$ cat src/rtl/keypad_sequencer.sv
// Four-button keypad entry controller: collects single-button digits, checks them
// against a passcode, and enforces a timed lockout after repeated failures.
module keypad_sequencer #(
  parameter int CODE_LEN    = 4,
  parameter int MAX_FAILS   = 3,
  parameter int LOCK_CYCLES = 16
) (
  input  logic                  clk_i,
  input  logic                  rst_i,
  input  logic [3:0]            btn_i,
  input  logic [2*CODE_LEN-1:0] passcode_i,
  output logic                  key_valid_o,
  output logic [1:0]            key_idx_o,
  output logic [3:0]            digit_count_o,
  output logic                  unlock_o,
  output logic                  fail_o,
  output logic                  locked_o
);

  localparam int FailW  = $clog2(MAX_FAILS + 1);
  localparam int TimerW = $clog2(LOCK_CYCLES + 1);

  localparam logic [FailW-1:0]  MaxFailsV = FailW'(MAX_FAILS);
  localparam logic [TimerW-1:0] LockLoad  = TimerW'(LOCK_CYCLES);
  localparam logic [3:0]        CodeLenV  = 4'(CODE_LEN);

  typedef enum logic [1:0] {
    COLLECT,
    HELD,
    CHECK,
    LOCKOUT
  } state_e;

  state_e              state_q, state_d;
  logic [3:0]          count_q, count_d;
  logic [FailW-1:0]    fails_q, fails_d;
  logic [TimerW-1:0]   timer_q, timer_d;
  logic [1:0]          entry_q [CODE_LEN];
  logic [1:0]          entry_d [CODE_LEN];
  logic                keyValid_q, keyValid_d;
  logic [1:0]          keyIdx_q, keyIdx_d;
  logic                unlock_q, unlock_d;
  logic                fail_q, fail_d;
  logic                locked_q, locked_d;

  logic                btnSingle;
  logic                btnMulti;
  logic [1:0]          btnDigit;
  logic                entryMatch;
  logic                failNow;
  logic [FailW-1:0]    failsInc;

  // Any pattern with two or more bits set counts as a multi-press.
  always_comb begin
    btnSingle = 1'b0;
    btnMulti  = 1'b0;
    btnDigit  = 2'd0;
    case (btn_i)
      4'b0000: ;
      4'b0001: begin btnSingle = 1'b1; btnDigit = 2'd0; end
      4'b0010: begin btnSingle = 1'b1; btnDigit = 2'd1; end
      4'b0100: begin btnSingle = 1'b1; btnDigit = 2'd2; end
      4'b1000: begin btnSingle = 1'b1; btnDigit = 2'd3; end
      default: btnMulti = 1'b1;
    endcase
  end

  always_comb begin
    entryMatch = 1'b1;
    for (int j = 0; j < CODE_LEN; j++) begin
      if (entry_q[j] != passcode_i[2*j +: 2]) begin
        entryMatch = 1'b0;
      end
    end
  end

  assign failsInc = fails_q + FailW'(1);

  always_comb begin
    state_d    = state_q;
    count_d    = count_q;
    fails_d    = fails_q;
    timer_d    = timer_q;
    entry_d    = entry_q;
    keyValid_d = 1'b0;
    keyIdx_d   = keyIdx_q;
    unlock_d   = 1'b0;
    fail_d     = 1'b0;
    locked_d   = locked_q;
    failNow    = 1'b0;

    case (state_q)
      COLLECT: begin
        if (btnMulti) begin
          failNow = 1'b1;
        end else if (btnSingle) begin
          for (int j = 0; j < CODE_LEN; j++) begin
            if (count_q == 4'(j)) begin
              entry_d[j] = btnDigit;
            end
          end
          count_d    = count_q + 4'd1;
          keyValid_d = 1'b1;
          keyIdx_d   = btnDigit;
          state_d    = HELD;
        end
      end
      HELD: begin
        if (btnMulti) begin
          failNow = 1'b1;
        end else if (!btnSingle) begin
          state_d = (count_q == CodeLenV) ? CHECK : COLLECT;
        end
      end
      CHECK: begin
        if (entryMatch) begin
          unlock_d = 1'b1;
          fails_d  = '0;
          count_d  = 4'd0;
          state_d  = COLLECT;
        end else begin
          failNow = 1'b1;
        end
      end
      LOCKOUT: begin
        if (timer_q == TimerW'(1)) begin
          locked_d = 1'b0;
          timer_d  = '0;
          count_d  = 4'd0;
          state_d  = HELD;
        end else begin
          timer_d = timer_q - TimerW'(1);
        end
      end
      default: state_d = COLLECT;
    endcase

    // A failure from a button press parks in HELD so the bad press must be released.
    if (failNow) begin
      fail_d  = 1'b1;
      count_d = 4'd0;
      if (failsInc == MaxFailsV) begin
        fails_d  = '0;
        timer_d  = LockLoad;
        locked_d = 1'b1;
        state_d  = LOCKOUT;
      end else begin
        fails_d = failsInc;
        state_d = (state_q == CHECK) ? COLLECT : HELD;
      end
    end
  end

  always_ff @(posedge clk_i) begin
    if (rst_i) begin
      state_q    <= COLLECT;
      count_q    <= 4'd0;
      fails_q    <= '0;
      timer_q    <= '0;
      entry_q    <= '{default: 2'b00};
      keyValid_q <= 1'b0;
      keyIdx_q   <= 2'd0;
      unlock_q   <= 1'b0;
      fail_q     <= 1'b0;
      locked_q   <= 1'b0;
    end else begin
      state_q    <= state_d;
      count_q    <= count_d;
      fails_q    <= fails_d;
      timer_q    <= timer_d;
      entry_q    <= entry_d;
      keyValid_q <= keyValid_d;
      keyIdx_q   <= keyIdx_d;
      unlock_q   <= unlock_d;
      fail_q     <= fail_d;
      locked_q   <= locked_d;
    end
  end

  assign key_valid_o   = keyValid_q;
  assign key_idx_o     = keyIdx_q;
  assign digit_count_o = count_q;
  assign unlock_o      = unlock_q;
  assign fail_o        = fail_q;
  assign locked_o      = locked_q;

endmodule

$ cat config.mk
export PLATFORM = sky130hd
export DESIGN_NAME = keypad_sequencer
export DESIGN_NICKNAME = d
export VERILOG_FILES = /design/src/rtl/keypad_sequencer.sv
export SDC_FILE = /design/constraint.sdc
export NUM_CORES = 1
export LEC_CHECK = 0
export ABC_CLOCK_PERIOD_IN_PS = 2300
export CAP_MARGIN = 15
export CORE_MARGIN = 4
export CORE_UTILIZATION = 40
export CTS_CLUSTER_SIZE = 16
export DETAILED_ROUTE_END_ITERATION = 10
export PLACE_DENSITY_LB_ADDON = 0.05
export SYNTH_ARGS = -nofsm -noshare
export SYNTH_HDL_FRONTEND = slang
export SYNTH_SLANG_ARGS = --single-unit
$ cat constraint.sdc
create_clock -name clk_i -period 2.3 [get_ports clk_i]
set_input_delay 0.46 -clock clk_i [delete_from_list [all_inputs] [get_ports clk_i]]
set_output_delay 0.46 -clock clk_i [all_outputs]
set_load 0.02 [all_outputs]
Word-level counts from Yosys, hierarchy flattened
Index checks and enable logic that the tools add are counted.
{ "word_totals": {"ff_bits": 27, "latch_bits": 0, "ram_bits": 0, "romBits": 0, "inputBits": 14, "out_inout_bits": 10, "word_cells": 105, "mem_count": 0} }
{ "op_classes": {"n_addsub": 3, "n_mul": 0, "div": 0, "n_lt_le_gt_ge": 0, "n_eq_ne": 27, "shifts": 0, "n_mux": 39, "bitwise": 3, "reduce_logical": 20} }
{ "ops": {"columns": ["cell", "count"], "rows": [
  ["two-way mux 2 bit", 12],
  ["two-way mux 5 bit", 4],
  ["!= test 3 bit, second input constant", 6],
  ["two-way mux 4 bit", 4],
  ["AND reduction 4 bit", 4],
  ["two-way mux 1 bit", 15],
  ["== test 4 x 2 -> 1 bit, second input constant", 3],
  ["one-hot mux 4 bit (3 select lines)", 1],
  ["== test 4 x 1 -> 1 bit, second input constant", 2],
  ["== test 4 x 3 -> 1 bit, second input constant", 2],
  ["logical NOT 4 bit", 2],
  ["!= test 2 bit", 4],
  ["!= test 2 bit, second input constant", 4],
  ["one-hot mux 2 bit (4 select lines)", 1],
  ["== test 2 bit, second input constant", 3],
  ["one-hot mux 2 bit (3 select lines)", 1],
  ["AND reduction 6 bit", 1],
  ["OR reduction 2 bit", 3],
  ["== test 5 x 1 -> 1 bit, second input constant", 1],
  ["AND reduction 5 bit", 1],
  ["OR reduction 5 bit", 1],
  ["subtractor 5 x 1 -> 5 bit, second input constant", 1],
  ["adder 4 x 1 -> 4 bit, second input constant", 1],
  ["== test 4 bit, second input constant", 1],
  ["11 further kinds", 14]
]} }

Longest topological paths before layout
{ "depth": {"ltp_word": 9, "ltp_mapped": 8, "depth_no_buf": 8} }

Worst setup path before layout
Ideal clock, no wire load.
{ "synth_timing": {"kind": "input to register", "startpoint": "input port btn_i[3]", "endpoint": "register entry_q[0] in the netlist's numbering", "setup_ns": 0.128, "arrival_time_ns": 1.992, "required_ns": 2.172, "slack_ns": 0.180, "path_stages": 8, "path_buffers": 2, "path_cell_list": "buf_6 maj3_2 or4b_1 buf_6 nor3_4 nand2_1 mux2i_1 nor2_1"} }
{ "synth_via": {"elab_chain_len": 4, "word_cells_on_any_way": 10, "classes_between": "4 x eq/ne; 2 x mux; 4 x reduce/logical"} }
{ "synth_rtl": {"columns": ["element", "line_no", "rtl"], "rows": [
  ["start, declared", "10", "input logic [3:0] btn_i,"],
  ["== test 4 bit, or another cell as far along", "58", "case (btn_i)"],
  ["OR reduction 4 bit (no line)", null, null],
  ["two-way mux 1 bit", "58", null],
  ["AND reduction 4 bit (no line)", null, null],
  ["end signal, assigned", "171", "entry_q <= entry_d;"],
  ["end, declared", "38", "logic [1:0] entry_q [CODE_LEN];"]
]} }
Several ways; a longest one is shown, not always the timed one.
A chain may end at the register's enable or synchronous reset.

Final worst setup path
{ "layout_timing": {"startpoint": "input port passcode_i[6]", "endpoint": "register count_q[1] (netlist: digit_count_o[1])"} }
{ "layout_via": {"elab_chain_len": 5, "word_cells_on_any_way": 7, "classes_between": "2 x eq/ne; 3 x mux; 2 x reduce/logical"} }
{ "layout_rtl": {"columns": ["element", "line_no", "rtl"], "rows": [
  ["start, declared", "11", "input logic [2*CODE_LEN-1:0] passcode_i,"],
  ["!= test 2 bit (*)", "71", "if (entry_q[j] != passcode_i[2*j +: 2]) begin"],
  ["two-way mux 1 bit (*)", "71", null],
  ["two-way mux 1 bit", "116", "if (entryMatch) begin"],
  ["one-hot mux 1 bit (2 select lines)", "92", "case (state_q)"],
  ["OR reduction 2 bit (no line)", null, null],
  ["end signal, assigned", "168", "count_q <= count_d;"],
  ["end, declared", "35", "logic [3:0] count_q, count_d;"]
]} }
Mark *: on every way between the ends. The rest lies on a longest branch, timed or not.

==> summary.log <==
INFO  status         outcome=complete, no violations
INFO  cts            htree_num_levels=1
INFO  synth          postSynth.asyncResetShare=0%
INFO  final_layout   antennaDiodeCount=0
INFO  drt            route.detailed.wl_per_inst=13.4µm
INFO  critical_path  path_cells=clkdlybuf4s50_1, xor2_1, nor4_1, buf_4, nand2_1, a21oi_1, buf_4, o21ai_0, a21oi_1
INFO  timing         timing.slew.headroom=65.8%
INFO  die            initial_utilization=41.7%
INFO  synth          synth.ff_latch_count=27
INFO  synth          post_synth_main_area_contributors=sky130_fd_sc_hd__dfxtp_1, sky130_fd_sc_hd__ha_1, sky130_fd_sc_hd__mux2i_1, sky130_fd_sc_hd__xor2_1, sky130_fd_sc_hd__nor2_1
INFO  timing         hold_violations=0
INFO  cts            clk_latency=0.27ns
INFO  global_route   grt_start_max_net_pins=15
INFO  timing         maxSlewViolCount=0
INFO  critical_path  cpLargestDelayFamily=buffers and inverters
INFO  timing         finalSetupTns=0ns
INFO  critical_path  worst_setup_path_end_kind=flip-flop
INFO  timing         hold_ws=0.458ns
INFO  timing         fin_crit=2.14ns
INFO  synth          postSynthAreaPerCell=8.99µm²
INFO  timing         setup_ws=0.161ns
INFO  synth          synth_edf_count=0
INFO  drt            violation_count_after_the_first_detailed_routing_iteration=63
INFO  final_layout   layout.nets=235
INFO  worst_hold_path hold_path_class=flip-flop to flip-flop
INFO  drt            routed-via-count=1333
INFO  timing         setup_violations=0
INFO  synth          synth_sequential_area_ratio=35.2%
INFO  critical_path  crit_path_top_delay_cell=sky130_fd_sc_hd__clkdlybuf4s50_1
INFO  place          place.gp.congestion=0.891
INFO  drt            remaining_drc_errors=0
INFO  final_layout   area_growth_syn_to_layout=30.5%
INFO  place          hpwl=2.70mm
INFO  pwr            post_layout_total_power=1.77mW
INFO  cts            number_of_buffers_created_by_cts=3
INFO  die            placementRows=22
INFO  cts            clkTransAtPathRegs=0.09ns
INFO  timing         fmax=468MHz
INFO  die            die_h=70.0µm
INFO  timing         timing.final.crit_share=93.0%
INFO  critical_path  critPathMaxFanout=9
INFO  global_route   grt_remaining_overflow=0
INFO  drt            route.detailed.vias_per_inst=5.17
INFO  cts            clock_sink_count=27
INFO  pwr            p_leak=0.866nW
INFO  synth          yosysUniqueCellTypes=44
INFO  timing         finalClockSkew=0.00576ns
INFO  die            core_region_area=3690µm²
INFO  die            dieArea=4900µm²
INFO  synth          synthCells=171
INFO  place          post-place-ws=-0.350ns
INFO  drt            drt-total-wl=3.46mm
INFO  critical_path  critical_path.n_buffers_inverters=3
INFO  drt            drt_pre_antenna_iters=4
INFO  run            maxCapViolCount=0
INFO  cts            clk_path_buf_depth=2
INFO  critical_path  startpoint_type=input pin
INFO  synth          synthesis.yosys.warnings=0
INFO  global_route   number_of_global_route_vias_before_repair=1347
INFO  synth          synth_nets=195
INFO  critical_path  slowest_delay=0.42ns
INFO  synth          yosys.area.top_type=sky130_fd_sc_hd__dfxtp_1
INFO  pwr            worst_ir_drop_vdd=0.519mV
INFO  place          port-buffer-count=23
INFO  final_layout   final_area=2010µm²
INFO  cts            clock_tree_from_tritoncts=done
INFO  drt            antenna_left=0
INFO  synth          mappedNetlistArea=1540µm²
INFO  global_route   track_usage=14.9%
INFO  global_route   wire_length_of_the_first_global_routing_pass=6.06mm
INFO  die            die_w=70.0µm
INFO  global_route   antenna_found_initial=0
INFO  place          placed_area=1910µm²
INFO  critical_path  path_class=input pin to flip-flop
INFO  cts            clock_tree.root_cell=sky130_fd_sc_hd__clkbuf_8
INFO  timing         grt_setup_unrepaired=false
INFO  final_layout   post_route_cells_drive_above_1_share=16.7%
INFO  critical_path  arrival=2.34ns
INFO  critical_path  critical_path_required=2.50ns
INFO  pwr            pwr_density_cell=882nW/µm²
INFO  die            num_io_pins=24
INFO  synth          ys.flop_type=sky130_fd_sc_hd__dfxtp_1
INFO  timing         transition_time_of_the_tightest_slew_check_pin=0.513ns
INFO  synth          synth_largest_type_area_fraction=35.2%
## registers in the layout (all words and copies together), names as in the netlist
| register | cells |
|---|---|
| fails_q | 2 |
| key_idx_o | 2 |
| digit_count_o | 4 |
| state_q | 2 |
| timer_q | 5 |
| locked_o | 1 |
| entry_q | 8 |
| unlock_o | 1 |
| fail_o | 1 |
| key_valid_o | 1 |
## logic make-up (layout without fill, tap and decap cells)
group,after synthesis,in the layout,synth area share [%]
mux,12,12,7.82
xor+xnor,14,14,7.98
simple gates,64,64,22.3
buf+inv,15,54,4.80
flops,27,27,35.2
fa+ha+maj,11,11,8.88
compound gates,28,28,13.0
## worst register-to-register path, stage by stage (launching register included)
cell and delay [ns]:
sky130_fd_sc_hd__dfxtp_1 0.37, sky130_fd_sc_hd__inv_1 0.11, sky130_fd_sc_hd__ha_1 0.30, sky130_fd_sc_hd__or4b_4 0.55, sky130_fd_sc_hd__nor3_4 0.31, sky130_fd_sc_hd__nand2_2 0.12, sky130_fd_sc_hd__mux2i_1 0.17, sky130_fd_sc_hd__nor2_1 0.06
## routing by layer
| metal | vias to the layer above | wire length, µm | GRT usage, % |
|---|---|---|---|
| li1 | 677 | - | - |
| met1 | 625 | 1520 | 17.2 |
| met2 | 26 | 1720 | 26.1 |
| met3 | 5 | 178 | 4.03 |
| met4 | 0 | 40 | 5.53 |
| met5 | - | 0 | 0 |
## stage by stage
| stage | instances | utilization (%) |
|---|---|---|
| after detailed placement | 253 | 51.9 |
| after floorplan | 171 | - |
| after global routing | 258 | 54.4 |
| after CTS | 257 | 53.2 |
| after global placement | 253 | 51.9 |
| final | 258 | 54.4 |
## cells in the final DEF (no fill, tap or decap), types with 2 or more instances in the layout
cell type / instances
sky130_fd_sc_hd__nand2b_1: 2
sky130_fd_sc_hd__nor3_1: 5
sky130_fd_sc_hd__a21oi_1: 7
sky130_fd_sc_hd__clkbuf_8: 3
sky130_fd_sc_hd__nand4_1: 2
sky130_fd_sc_hd__a22o_1: 4
sky130_fd_sc_hd__buf_4: 18
sky130_fd_sc_hd__ha_1: 10
sky130_fd_sc_hd__inv_1: 9
sky130_fd_sc_hd__clkdlybuf4s50_1: 20
sky130_fd_sc_hd__nand3_1: 2
sky130_fd_sc_hd__nor4b_1: 2
sky130_fd_sc_hd__dlymetal6s2s_1: 3
sky130_fd_sc_hd__o21ai_0: 4
sky130_fd_sc_hd__nand2_2: 4
sky130_fd_sc_hd__nor2_1: 22
sky130_fd_sc_hd__nor4_1: 4
sky130_fd_sc_hd__mux2i_1: 12
sky130_fd_sc_hd__dfxtp_1: 27
sky130_fd_sc_hd__xnor2_1: 4
sky130_fd_sc_hd__nor2b_1: 2
sky130_fd_sc_hd__nand2_1: 9
sky130_fd_sc_hd__xor2_1: 10
## Yosys cell counts, drive strengths merged (5+ instances only)
cell type and count:
ha 10, a21oi 7, dfxtp 27, mux2i 12
xor2 10, inv 9, nand2 13, o21ai 6
nor3 7, buf 5, nor2 22
## final timing paths
path,start,end,slack (ns),cells after the start
setup / recovery,passcode_i[6],digit_count_o[1],0.16,9
hold / removal,key_idx_o[1],key_idx_o[1],0.46,2
setup reg to reg,state_q[1],entry_q[4],0.20,7
hold reg to reg,key_idx_o[1],key_idx_o[1],0.46,2
## cell type report
type                       instances  area [µm²]
fill                             353        1680
clock buffer                       4        45.0
multi-input combinational        129         953
inverter                           9        33.8
sequential                        27         541
timing repair buffer              41         373
tap                               48        60.1
## power by group
part / internal (mW) / switching [mW] / total [mW]
logic: 0.417 / 0.460 / 0.877
registers: 0.546 / 0.0741 / 0.620
clock network: 0.124 / 0.147 / 0.271
total: 1.09 / 0.681 / 1.77
## timing repair
action,CTS,global route
resized for setup,1,11
hold buffers,0,0
endpoints found under the setup margin,3,7
buffers inserted,0,1
pin swaps,0,5
Note: power is estimated with default switching activity, not from simulation.
